### src/rtl/uart_pkg.sv
// Shared UART definitions: frame width, default bit timing and receiver state encoding.
// Receiver parity support is selected by the UART_RX_PARITY_EN macro.
package uart_pkg;

  localparam int unsigned DATA_BITS            = 8;
  localparam int unsigned DEFAULT_CLKS_PER_BIT = 868;

  localparam logic [2:0] StIdle     = 3'd0;
  localparam logic [2:0] StStart    = 3'd1;
  localparam logic [2:0] StData     = 3'd2;
  localparam logic [2:0] StParity   = 3'd3;
  localparam logic [2:0] StStop     = 3'd4;
  localparam logic [2:0] StWaitHigh = 3'd5;

  // Even parity: the parity bit makes the total count of ones even.
  function automatic logic even_parity(input logic [DATA_BITS-1:0] d);
    return ^d;
  endfunction

endpackage

### src/rtl/uart_rx_sync.sv
// Two-flop synchronizer for an asynchronous input; both flops reset to 1 (idle line level).
module uart_rx_sync (
  input  logic clk,
  input  logic rst_n,
  input  logic async_in,
  output logic sync_out
);

  logic meta_q;
  logic sync_q;

  always_ff @(posedge clk or negedge rst_n) begin
    if (!rst_n) begin
      meta_q <= 1'b1;
      sync_q <= 1'b1;
    end else begin
      meta_q <= async_in;
      sync_q <= meta_q;
    end
  end

  assign sync_out = sync_q;

endmodule

### src/rtl/uart_receiver.sv
// UART receiver for 8N1 frames, midpoint sampling, one-cycle completion/error strobes.
// Define UART_RX_PARITY_EN to accept 8E1 frames (even parity bit after D7).
module uart_receiver
  import uart_pkg::*;
#(
  parameter int unsigned CLKS_PER_BIT = DEFAULT_CLKS_PER_BIT
) (
  input  logic                 SYSCLK,
  input  logic                 RESET_N,
  input  logic                 RXD,
  output logic [DATA_BITS-1:0] DATA,
  output logic                 BUSY_FLAG,
  output logic                 COMPLATE_FLAG,
  output logic                 ERROR_FLAG
);

  localparam int unsigned     TickW    = $clog2(CLKS_PER_BIT);
  localparam logic [TickW-1:0] TickFull = TickW'(CLKS_PER_BIT - 1);
  localparam logic [TickW-1:0] TickHalf = TickW'((CLKS_PER_BIT >> 1) - 1);
  localparam logic [2:0]       LastBit  = 3'(DATA_BITS - 1);

  logic                 rxs;
  logic [2:0]           state_q, state_d;
  logic [TickW-1:0]     tick_q, tick_d;
  logic [2:0]           bit_cnt_q, bit_cnt_d;
  logic [DATA_BITS-1:0] shift_q, shift_d;
  logic [DATA_BITS-1:0] data_q, data_d;
  logic                 done_q, done_d;
  logic                 err_q, err_d;
  logic                 parity_ok;

  uart_rx_sync u_rx_sync (
    .clk      (SYSCLK),
    .rst_n    (RESET_N),
    .async_in (RXD),
    .sync_out (rxs)
  );

`ifdef UART_RX_PARITY_EN
  logic parity_err_q, parity_err_d;

  always_ff @(posedge SYSCLK or negedge RESET_N) begin
    if (!RESET_N) begin
      parity_err_q <= 1'b0;
    end else begin
      parity_err_q <= parity_err_d;
    end
  end

  always_comb begin
    parity_err_d = parity_err_q;
    if (state_q == StIdle) begin
      parity_err_d = 1'b0;
    end else if (state_q == StParity && tick_q == '0) begin
      parity_err_d = rxs ^ even_parity(shift_q);
    end
  end

  assign parity_ok = ~parity_err_q;
`else
  assign parity_ok = 1'b1;
`endif

  always_comb begin
    state_d   = state_q;
    tick_d    = tick_q;
    bit_cnt_d = bit_cnt_q;
    shift_d   = shift_q;
    data_d    = data_q;
    done_d    = 1'b0;
    err_d     = 1'b0;

    case (state_q)
      StIdle: begin
        bit_cnt_d = '0;
        tick_d    = TickHalf;
        if (!rxs) begin
          state_d = StStart;
        end
      end

      StStart: begin
        if (tick_q == '0) begin
          tick_d  = TickFull;
          // A start bit gone high again by mid-bit is a glitch: drop it silently.
          state_d = rxs ? StIdle : StData;
        end else begin
          tick_d = tick_q - TickW'(1);
        end
      end

      StData: begin
        if (tick_q == '0) begin
          tick_d  = TickFull;
          shift_d = {rxs, shift_q[DATA_BITS-1:1]};
          if (bit_cnt_q == LastBit) begin
`ifdef UART_RX_PARITY_EN
            state_d = StParity;
`else
            state_d = StStop;
`endif
          end else begin
            bit_cnt_d = bit_cnt_q + 3'd1;
          end
        end else begin
          tick_d = tick_q - TickW'(1);
        end
      end

`ifdef UART_RX_PARITY_EN
      StParity: begin
        if (tick_q == '0) begin
          tick_d  = TickFull;
          state_d = StStop;
        end else begin
          tick_d = tick_q - TickW'(1);
        end
      end
`endif

      StStop: begin
        if (tick_q == '0) begin
          // Leaving at mid stop bit gives half a bit of margin for a back-to-back start.
          if (rxs && parity_ok) begin
            data_d  = shift_q;
            done_d  = 1'b1;
            state_d = StIdle;
          end else begin
            err_d   = 1'b1;
            state_d = StWaitHigh;
          end
        end else begin
          tick_d = tick_q - TickW'(1);
        end
      end

      StWaitHigh: begin
        if (rxs) begin
          state_d = StIdle;
        end
      end

      default: state_d = StIdle;
    endcase
  end

  always_ff @(posedge SYSCLK or negedge RESET_N) begin
    if (!RESET_N) begin
      state_q   <= StIdle;
      tick_q    <= '0;
      bit_cnt_q <= '0;
      shift_q   <= '0;
      data_q    <= '0;
      done_q    <= 1'b0;
      err_q     <= 1'b0;
    end else begin
      state_q   <= state_d;
      tick_q    <= tick_d;
      bit_cnt_q <= bit_cnt_d;
      shift_q   <= shift_d;
      data_q    <= data_d;
      done_q    <= done_d;
      err_q     <= err_d;
    end
  end

  assign DATA          = data_q;
  assign BUSY_FLAG     = (state_q != StIdle);
  assign COMPLATE_FLAG = done_q;
  assign ERROR_FLAG    = err_q;

endmodule

### config.mk
export PLATFORM = sky130hd
export DESIGN_NAME = uart_receiver
export DESIGN_NICKNAME = d
export VERILOG_FILES = /design/src/rtl/uart_pkg.sv /design/src/rtl/uart_rx_sync.sv /design/src/rtl/uart_receiver.sv
export SDC_FILE = /design/constraint.sdc
export NUM_CORES = 1
export LEC_CHECK = 0
export BUFFER_PORTS_ARGS = -buffer_cell sky130_fd_sc_hd__buf_2
export CAP_MARGIN = 20
export CORE_UTILIZATION = 37
export DETAILED_ROUTE_END_ITERATION = 7
export SLEW_MARGIN = 20
export SYNTH_ARGS = -nofsm -noshare
export SYNTH_HDL_FRONTEND = slang
export SYNTH_SLANG_ARGS = --single-unit
### constraint.sdc
create_clock -name SYSCLK -period 2.72 [get_ports SYSCLK]
set_input_delay 0.408 -clock SYSCLK [delete_from_list [all_inputs] [get_ports SYSCLK]]
set_output_delay 0.408 -clock SYSCLK [all_outputs]
set_load 0.02 [all_outputs]
==> results by group <==
Run status
  • Status: complete, no violations

Logic synthesis
  • Compound-Gate Fraction of Synth Area: 14.5%
  • Gate Count Post-Synth: between 200 and 250
  • Synth Net Count: 217
  • Netlist Area Pre-Place: 2000 um^2
  • Adder-cell area share of the yosys netlist: 4.01%
  • Post-synthesis sequential area ratio: between 40 and 50%
  • Synth Register Bits: 36
  • Post-synthesis xor/xnor area fraction: 0.439%
  • Post-Synth Simple-Gate Area: 25.6%
  • Count of cell types in the netlist: between 50 and 60
  • Async set or reset register ratio after synthesis: 100%
  • Largest family of logic cells by synthesized area: simple AND/OR/NAND/NOR gates
  • Main flop type after synthesis: dfrtp_1
  • Proportion of synthesized area in mux cells: 6.14%
  • Mapped Avg Cell Area: 9.51 um^2
  • EDFF count, synth: 0
  • Yosys Warn Count: 0

Setup path
  • Crit path max-delay cell type: or4b_1
  • Critical path origin: tick_q[0]
  • Worst Setup End Kind: register
  • Worst-path fanout max: 8
  • WP data arrival: 2.44 ns
  • Worst setup SP type: register
  • Crit path largest cell delay: 0.63 ns
  • R2r startpoint: tick_q[0]
  • Critical path required time: 2.89 ns
  • CP Cell Sequence: inv_1 -> ha_1 -> or4b_1 -> nor3_4 -> nor2_2 -> a311oi_1 -> nor2_1
  • WS Path Type: reg2reg

Die
  • Initial core utilization: slightly below 40%
  • Io pins: 14
  • Core Area: 5140 um^2
  • Site row count: 26
  • Die width: 75.5 um
  • DIE AREA: 5690 um^2
  • Die Y: 75.5 um

Clock tree
  • CTS Sinks: 36
  • Root Buffer: clkbuf_8
  • Setup Fix Bufs, Post-CTS: 0
  • CTS Buffer Depth: 2
  • Clock Latency Late Sink: 0.28 ns
  • CTS buffer count: 5
  • CTS hold repair buffers: 0
  • Reg clk slew, reported paths: 0.08 ns
  • CTS tree: yes
  • H-tree levels: 2
  • Post-CTS Resized: 0

Timing
  • Worst Slack Setup Final: 0.448 ns
  • Final hold violations: 0
  • RSZ-0062 raised after global routing: no
  • Setup violators final: 0
  • Clk_skew: 0.00775 ns
  • Max Clk Rate: 0.440 GHz
  • Crit path time final: 2.27 ns
  • Slew Limit Fails: 0
  • Sum Neg Setup Slack: 0 ns
  • Fin crit share: 83.5%
  • Worst-Margin Slew: 0.825 ns
  • Slew margin rel.: 45.0%

Worst hold path
  • Hold Crit Class: in2async

Drt
  • Avg Vias per Cell: roughly 5.4
  • DR DRC count: 0
  • Initial DRC count: ~90
  • Antenna viol nets, final: 0
  • Total iterations of the first detailed-routing run: 4
  • Routed Wire Length: 4.20 mm
  • Via Count: 1585
  • DR WL/cell: around 14 um

Pwr
  • Worst VDD drop: about 0.00036 V
  • P_leak: 1.05 nW
  • PD cells: 416 nW/um^2

Global routing
  • Vias in the first global route: about 1400
  • Largest net degree at the start of global routing: 37
  • GR Util All Layers: 16.5%
  • First-pass GRT wire length: approximately 6.9 mm
  • Remaining global-route overflow: 0
  • Antenna violations before repair: 0

Placement
  • Final RePlAce weighted congestion: 0.860
  • Pre-CTS setup slack: roughly 0.47 ns
  • Port bufs: 13
  • DP HPWL: 2.93 mm

Finish
  • Final Util: 43.4%
  • Share of post-route cells with drive strength above 1: between 20% and 30%
  • Nets: 232
  • Commonest non-fill, non-tap cell in the layout: nand2_1
  • P&R area growth vs syn: 11.6%
  • Most frequent cells in the layout: nand2_1 (37), dfrtp_1 (34), nor2_1 (17)
  • Antenna Cells: 0
  • Register area: approximately 900 um^2
  • Area of the multi-input gates: between 1000 and 1500 um^2
  • Filler Cells Inserted: between 500 and 600

Run
  • Maxcap violations: 0
per-stage QoR:
| step | instances | power, mW | hold WS [ns] | instance area [um^2] |
|---|---|---|---|---|
| 2_1_floorplan | 210 | 0.550 | 0.112 | 2000 |
| 3_3_place_gp | 288 | 0.563 | 0.347 | 2140 |
| 6_report | 296 | 0.926 | 0.213 | 2230 |
| 4_1_cts | 296 | 0.946 | 0.205 | 2230 |
| 3_5_place_dp | 288 | 0.563 | 0.353 | 2140 |
| 5_1_grt | 296 | 0.966 | 0.201 | 2230 |
layer usage:
layer / up-vias / wire length [um] / GRT usage, %
li1: 792 / - / -
met4: 0 / 36 / 5.56
met2: 36 / 1940 / 25.2
met1: 755 / 2050 / 23.2
met3: 2 / 170 / 3.97
met5: - / 0 / 0
worst max-delay path: cells and delay by family (launching register included):
family          cells  cell delay (ns)
simple gates        4             1.22
buf+inv             1             0.10
compound gates      1             0.26
flops               1             0.43
fa+ha+maj           1             0.15
worst paths after layout:
path	endpoint	slack (ns)	cells after the start
max reg2reg	tick_q[8]	0.45	7
min reg2reg	u_rx_sync.sync_out	0.36	0
max	tick_q[8]	0.45	7
max in group asynchronous	tick_q[8]	1.98	1
min in group SYSCLK	u_rx_sync.meta_q	0.22	1
min	bit_cnt_q[1]	0.21	1
cells in the mapped netlist, types with 2 or more instances:
cell | instances | area (um^2)
mux2_2 | 6 | 67.6
a31oi_1 | 5 | 31.3
inv_1 | 4 | 15.0
nor2b_1 | 4 | 25.0
a211oi_1 | 4 | 30.0
or3_1 | 2 | 12.5
ha_1 | 4 | 50.1
mux2_4 | 3 | 45.0
nor3_4 | 2 | 32.5
nor2_2 | 2 | 12.5
nand2_1 | 37 | 139
buf_6 | 2 | 22.5
buf_2 | 2 | 10.0
or2_2 | 3 | 18.8
maj3_1 | 3 | 30.0
nand3_1 | 5 | 25.0
nand4_1 | 4 | 25.0
nor2_1 | 17 | 63.8
a21oi_1 | 8 | 40.0
dfrtp_1 | 34 | 851
o211ai_1 | 3 | 22.5
nor4_1 | 3 | 18.8
nor3_1 | 6 | 30.0
o21ai_0 | 9 | 45.0
clkbuf_1 | 9 | 33.8
dfstp_2 | 2 | 52.6
cell type report:
class                   count  area share [%]
clock buffers               7            3.43
clock inverters             1           0.393
inverters                   4           0.674
multi-input cells         157            45.4
flip-flops and latches     36            40.5
well taps                  70            3.93
repair buffers             21            5.61
power by group:
| group | internal, mW | switching, mW |
|---|---|---|
| logic | 0.00139 | 0.0109 |
| clock network | 0.183 | 0.191 |
| registers | 0.538 | 0.00161 |
| total | 0.722 | 0.204 |
state kept, by name, indices dropped and copies added (netlist names):
signal	count
shift_q	8
u_rx_sync.sync_out	1
u_rx_sync.meta_q	1
bit_cnt_q	3
tick_q	10
COMPLATE_FLAG	1
DATA	8
ERROR_FLAG	1
state_q	3
cells by family after synthesis:
family                     count (synthesis)
and+or+nand+nor                           96
AOI/OAI and AO/OA                         43
DFF                                       36
buffers and inverters                     17
muxes                                     10
adders and majority gates                  7
xor gates and xnor gates                   1
Note: power is estimated with default switching activity, not from simulation.
